$ cat config.mk
export PLATFORM = sky130hd
export DESIGN_NAME = fetch_pc_unit
export DESIGN_NICKNAME = d
export VERILOG_FILES = /design/src/rtl/fetch_pkg.sv /design/src/rtl/next_pc_mux.sv /design/src/rtl/fetch_pc_unit.sv
export SDC_FILE = /design/constraint.sdc
export NUM_CORES = 1
export LEC_CHECK = 0
export ABC_AREA = 1
export CORE_MARGIN = 5
export CORE_UTILIZATION = 25
export CTS_CLUSTER_DIAMETER = 80
export DETAILED_ROUTE_END_ITERATION = 10
export GPL_ROUTABILITY_DRIVEN = 0
export GPL_TIMING_DRIVEN = 0
export PLACE_DENSITY_LB_ADDON = 0.08
export SLEW_MARGIN = 10
export SYNTH_ARGS = -nofsm -noshare
export SYNTH_HDL_FRONTEND = slang
export SYNTH_HIERARCHICAL = 1
export SYNTH_SLANG_ARGS = --single-unit
$ cat constraint.sdc
create_clock -name clk -period 3.5 [get_ports clk]
set_input_delay 1.05 -clock clk [delete_from_list [all_inputs] [get_ports clk]]
set_output_delay 1.05 -clock clk [all_outputs]
set_load 0.02 [all_outputs]
$ cat src/rtl/fetch_pkg.sv
// Shared definitions for the fetch stage: next-PC select encodings, fetch FSM states
// and the payload carried by the IF/ID output register.
package fetch_pkg;
   localparam int unsigned XLEN_W      = 32;
   localparam int unsigned PCSRC_W     = 2;
   localparam int unsigned INSTR_BYTES = 4;

   localparam logic [PCSRC_W-1:0] PCSRC_SEQ   = 2'b00;
   localparam logic [PCSRC_W-1:0] PCSRC_JUMP  = 2'b01;
   localparam logic [PCSRC_W-1:0] PCSRC_FLUSH = 2'b10;

   typedef enum logic [1:0] {
      S_IDLE,
      S_REQ,
      S_WAIT,
      S_HOLD
   } fetch_state_t;

   typedef struct packed {
      logic [XLEN_W-1:0] pc;
      logic [XLEN_W-1:0] instr;
   } if_payload_t;
endpackage

$ cat src/rtl/next_pc_mux.sv
// Decodes pcsrc into a redirect flag and a word-aligned redirect target.
module next_pc_mux
   import fetch_pkg::*;
#(
   parameter int unsigned XLEN = 32
) (
   input  logic [PCSRC_W-1:0] pcsrc,
   input  logic [XLEN-1:0]    pc_q,
   input  logic [XLEN-1:0]    j_addr,
   input  logic [XLEN-1:0]    flush_addr,
   output logic [XLEN-1:0]    next_pc,
   output logic               redirect
);
   logic [XLEN-1:0] target;

   // Reserved encoding 11 falls through to sequential
   always_comb begin
      redirect = 1'b0;
      target   = pc_q;
      case (pcsrc)
         PCSRC_JUMP: begin
            redirect = 1'b1;
            target   = j_addr;
         end
         PCSRC_FLUSH: begin
            redirect = 1'b1;
            target   = flush_addr;
         end
         default: ;
      endcase
      next_pc = {target[XLEN-1:2], 2'b00};
   end
endmodule

$ cat src/rtl/fetch_pc_unit.sv
// Owns the architectural PC, issues single-outstanding imem fetches and delivers
// instructions to decode through a one-entry valid/ready output register.
module fetch_pc_unit
   import fetch_pkg::*;
#(
   parameter int unsigned     XLEN         = 32,
   parameter logic [XLEN-1:0] RESET_VECTOR = 32'h0000_0000
) (
   input  logic               clk,
   input  logic               rst_n,
   input  logic [PCSRC_W-1:0] pcsrc,
   input  logic [XLEN-1:0]    j_addr,
   input  logic [XLEN-1:0]    flush_addr,
   output logic               imem_req_valid,
   output logic [XLEN-1:0]    imem_req_addr,
   input  logic               imem_req_ready,
   input  logic               imem_rsp_valid,
   input  logic [XLEN-1:0]    imem_rsp_data,
   output logic               if_valid,
   output logic [XLEN-1:0]    if_instr,
   output logic [XLEN-1:0]    if_pc,
   input  logic               id_ready
);
   fetch_state_t    state_q, state_d;
   logic [XLEN-1:0] pc_q, pc_d, next_pc;
   logic            kill_q, kill_d;
   logic            redirect, load_c;
   if_payload_t     if_q;

   next_pc_mux #(.XLEN(XLEN)) u_next_pc_mux (
      .pcsrc      (pcsrc),
      .pc_q       (pc_q),
      .j_addr     (j_addr),
      .flush_addr (flush_addr),
      .next_pc    (next_pc),
      .redirect   (redirect)
   );

   always_ff @(posedge clk or negedge rst_n) begin
      if (!rst_n) state_q <= S_IDLE;
      else        state_q <= state_d;
   end

   always_comb begin
      state_d = state_q;
      case (state_q)
         S_IDLE: state_d = S_REQ;
         S_REQ:  if (imem_req_ready) state_d = S_WAIT;
         S_WAIT: if (imem_rsp_valid) state_d = (kill_q || redirect) ? S_REQ : S_HOLD;
         S_HOLD: if (!if_valid || id_ready || redirect) state_d = S_REQ;
         default: state_d = S_IDLE;
      endcase
   end

   // A redirect always wins over a sequential advance; responses are only looked at in S_WAIT
   always_comb begin
      imem_req_valid = 1'b0;
      imem_req_addr  = '0;
      load_c         = 1'b0;
      kill_d         = kill_q;
      case (state_q)
         S_REQ: begin
            imem_req_valid = 1'b1;
            imem_req_addr  = pc_q;
            if (imem_req_ready) kill_d = redirect;
         end
         S_WAIT: begin
            if (imem_rsp_valid) begin
               kill_d = 1'b0;
               load_c = !kill_q && !redirect;
            end else if (redirect) begin
               kill_d = 1'b1;
            end
         end
         default: ;
      endcase
      if (redirect)    pc_d = next_pc;
      else if (load_c) pc_d = pc_q + XLEN'(INSTR_BYTES);
      else             pc_d = pc_q;
   end

   always_ff @(posedge clk or negedge rst_n) begin
      if (!rst_n) begin
         pc_q     <= RESET_VECTOR;
         kill_q   <= 1'b0;
         if_valid <= 1'b0;
         if_q     <= '0;
      end else begin
         pc_q   <= pc_d;
         kill_q <= kill_d;
         if (load_c) begin
            if_valid <= 1'b1;
            if_q     <= '{pc: pc_q, instr: imem_rsp_data};
         end else if (redirect || id_ready) begin
            if_valid <= 1'b0;
         end
      end
   end

   assign if_pc    = if_q.pc;
   assign if_instr = if_q.instr;
endmodule

==> run_results.csv <==
group,metric,value,unit
clocking,clk_path_buf_depth,2,
hold_path,whs_path_depth,2,
setup_path,r2r_setup_slack,1.69,ns
place,dp_hpwl,17700,um
timing,max_slew_margin,0.513,
drt,drt_iter0_markers,303,
timing,skew,0.0102,ns
synth,synth-seq-area-share,0.404,
drt,post_drt_wl_per_cell,15.2,um
timing,setup_slack,0.170,ns
timing,fmax,300,MHz
synth,synthSimpleGateAreaFrac,0.413,
timing,worst_pin_slew,0.730,ns
power,ir_worst_vdd,278,uV
grt,grt_max_degree,58,
drt,ant_nets,0,
grt,antenna_found_initial,0,
setup_path,r2r-start,"state_q[0]$_DFFE_PN0P_",
power,p_int,3110,uW
drt,drt_wl_total,22900,um
setup_path,critPathMaxStageDelay,0.60,ns
power,switching_share,0.404,
place,port_buffers,196,
synth,synth_cells,961,
setup_path,required,2.45,ns
power,combPwrFrac,0.443,
power,seqPwrFrac,0.351,
synth,syn_area,0.00619,mm^2
layout,drive_gt1_frac,0.0613,
clocking,cts_setup_buffers,0,
setup_path,crit_path_start_kind,"register",
setup_path,cp.arrival,2.28,ns
clocking,path_clk_slew,0.08,ns
grt,grt_pass1_vias,6245,
timing,hold_viol,0,
die,rows,57,
hold_path,hold_class,"reg2reg",
setup_path,endpoint,"imem_req_addr[13]",
setup_path,end_kind,"output port",
clocking,clock_sinks,100,
die,core_area,0.0244,mm^2
die,ioPinCount,201,
setup_path,critPathKind,"reg2out",
clocking,numCtsBuffers,9,
synth,synthAdderAreaFrac,0.0121,
place,preCtsSetupSlack,-0.0545,ns
setup_path,startpoint,"state_q[1]$_DFFE_PN0P_",
power,clockPowerShare,0.206,
die,initial_core_util,0.254,
synth,ys_ff_latch,100,
setup_path,crit_chain,"inv_1 > ha_1 > clkbuf_4 > clkbuf_4 > nand2_1 > inv_1 > clkdlybuf4s50_1",
layout,nNetsFinal,1279,
layout,syn2layout_area_growth,43.9,%
clocking,clock-root-buffer,"clkbuf_16",
power,power.switching,2110,uW
die,die-area,0.0280,mm^2
synth,synthMuxAreaShare,0,
grt,grt_pass1_wl,35200,um
clocking,insertion_delay,0.36,ns
setup_path,reg2reg_depth,6,
timing,setup_viol,0,
layout,fillerInstances,2691,
layout,final_cells,1500,
power,power_density,585,mW/mm^2
clocking,tritoncts,"built",
timing,drv_slew,0,
synth,synth_compound_area_frac,0.0529,
drt,viasPerCell,4.26,
setup_path,slowest_stage,"clkdlybuf4s50_1",
job,cap_viol_max_count,0,
drt,vias,6392,
grt,grt_usage,0.159,
synth,synth.distinct_cells,24,
synth,synth_xor_area_frac,0,
drt,route.detailed.drc,0,
synth,yosys_warnings,6,
timing,period_share,0.951,
power,leakage,0.00451,uW
place,placed_cells,1483,
setup_path,worstPathMaxFanout,10,
synth,synth_top_family_by_area,"simple AND/OR/NAND/NOR gates",
die,die_w,167,um
grt,grt_overflow,0,
timing,period_minus_slack,3.33,ns
die,dieHeight,167,um
clocking,htreeDepth,3,
outcome,status,"complete, no violations",
synth,syn_area_per_cell,6.44,um^2
drt,firstDrtPassIters,5,
setup_path,r2r-end,"if_pc[16]$_DFFE_PN0P_",
layout,fin_util,0.365,
-- registers in the layout, indices dropped and copies added, names as in the netlist --
name      flops
if_instr     32
pc_q         32
state_q       2
kill_q        1
if_valid      1
if_pc        32
-- per-layer routing --
layer / wire length [um] / track usage / share of wire
met5: 0 / 0 / 0
met4: 352 / 0.0378 / 0.015
met3: 979 / 0.0330 / 0.043
met2: 11100 / 0.271 / 0.49
met1: 10400 / 0.209 / 0.46
-- worst max-delay path: cells and delay by family (launching register included) --
| family | cells | cell delay, ns |
|---|---|---|
| buf+inv | 5 | 1.24 |
| simple gates | 1 | 0.12 |
| flops | 1 | 0.40 |
| fa+ha+maj | 1 | 0.16 |
-- how the worst min path moves through the flow --
stage	from	end	slack [ns]
floorplan	state_q[0]$_DFFE_PN0P_	state_q[0]$_DFFE_PN0P_	0.51
global placement	if_instr[10]$_DFFE_PN0P_	if_instr[10]$_DFFE_PN0P_	0.46
detailed placement	if_instr[31]$_DFFE_PN0P_	if_instr[31]$_DFFE_PN0P_	0.46
CTS	if_instr[15]$_DFFE_PN0P_	if_instr[15]$_DFFE_PN0P_	0.48
global route	if_instr[11]$_DFFE_PN0P_	if_instr[11]$_DFFE_PN0P_	0.50
finish	if_instr[31]$_DFFE_PN0P_	if_instr[31]$_DFFE_PN0P_	0.48
-- through the flow --
step,hold WS (ns),area (um^2),setup TNS [ns],total power [uW]
floorplan,0.507,6200,0,2990
global placement,0.462,8560,-300.51,4180
detailed placement,0.464,8590,-0.773,4190
CTS,0.483,8910,0,5300
global route,0.500,8910,-0.00398,5580
finish,0.480,8910,0,5220
-- logic make-up after synthesis --
logic type,Yosys count
other cells,1
buf+inv,153
compound gates,58
simple gates,643
flops,100
fa+ha+maj,6
-- final cells by class --
type / count / area, um^2 / share of cell area
inverter: 109 / 409 / 0.0459
timing repair buffer: 197 / 1990 / 0.224
clock buffer: 9 / 225 / 0.0253
multi-input combinational: 709 / 2970 / 0.333
antenna: 1 / 2.50 / 0.000281
tap: 324 / 405 / 0.0455
buffer: 44 / 325 / 0.0365
sequential: 100 / 2500 / 0.281
clock inverter: 7 / 81.3 / 0.00912
-- cells in the final DEF, fill, tap and decap left out, types with 2 or more instances in the layout --
cell type / instances
nor2_4: 3
buf_6: 17
buf_4: 5
inv_2: 3
clkbuf_16: 9
buf_2: 9
nand2_1: 499
ha_1: 6
clkbuf_1: 10
inv_1: 106
nor2_1: 64
nand2_2: 2
nand3b_1: 4
clkdlybuf4s50_1: 194
o21ai_2: 6
clkbuf_4: 2
dfrtp_1: 100
nand3_1: 62
nand4_1: 2
clkbuf_2: 2
clkinv_4: 2
inv_6: 3
o211ai_1: 6
conb_1: 2
o21ai_0: 45
nor2_2: 4
-- cell usage after synthesis --
cell | n | area, um^2
buf_4 | 5 | 37.5
o21ai_2 | 6 | 52.6
a21oi_1 | 1 | 5.00
nor2_2 | 4 | 25.0
inv_1 | 106 | 398
nand3b_1 | 4 | 30.0
nor2_4 | 3 | 33.8
nand3_2 | 1 | 10.0
nor2_1 | 64 | 240
o21ai_0 | 45 | 225
buf_2 | 9 | 45.0
inv_2 | 3 | 11.3
or2_2 | 1 | 6.26
conb_1 | 1 | 3.75
nand3_1 | 62 | 310
nor3_1 | 1 | 5.00
dfrtp_1 | 100 | 2500
nand2_1 | 499 | 1870
buf_6 | 16 | 180
nand2_2 | 2 | 12.5
clkbuf_1 | 14 | 52.6
nand4_1 | 2 | 12.5
ha_1 | 6 | 75.1
o211ai_1 | 6 | 45.0
-- power by group through the flow --
stage | Combinational [uW] | Clock, uW | Sequential (uW)
after global routing | 2530 | 1150 | 1890
after floorplan | 890 | 0 | 2100
after detailed placement | 2340 | 0 | 1850
after CTS | 2360 | 1110 | 1830
after global placement | 2330 | 0 | 1850
final | 2310 | 1080 | 1830
-- what timing repair did --
| item | in CTS | in global routing |
|---|---|---|
| pin swaps | 0 | 0 |
| hold buffers | 0 | 0 |
| setup endpoints to repair | 30 | 26 |
| resized for setup | 5 | 3 |
Power figures use the tool's default switching activity.
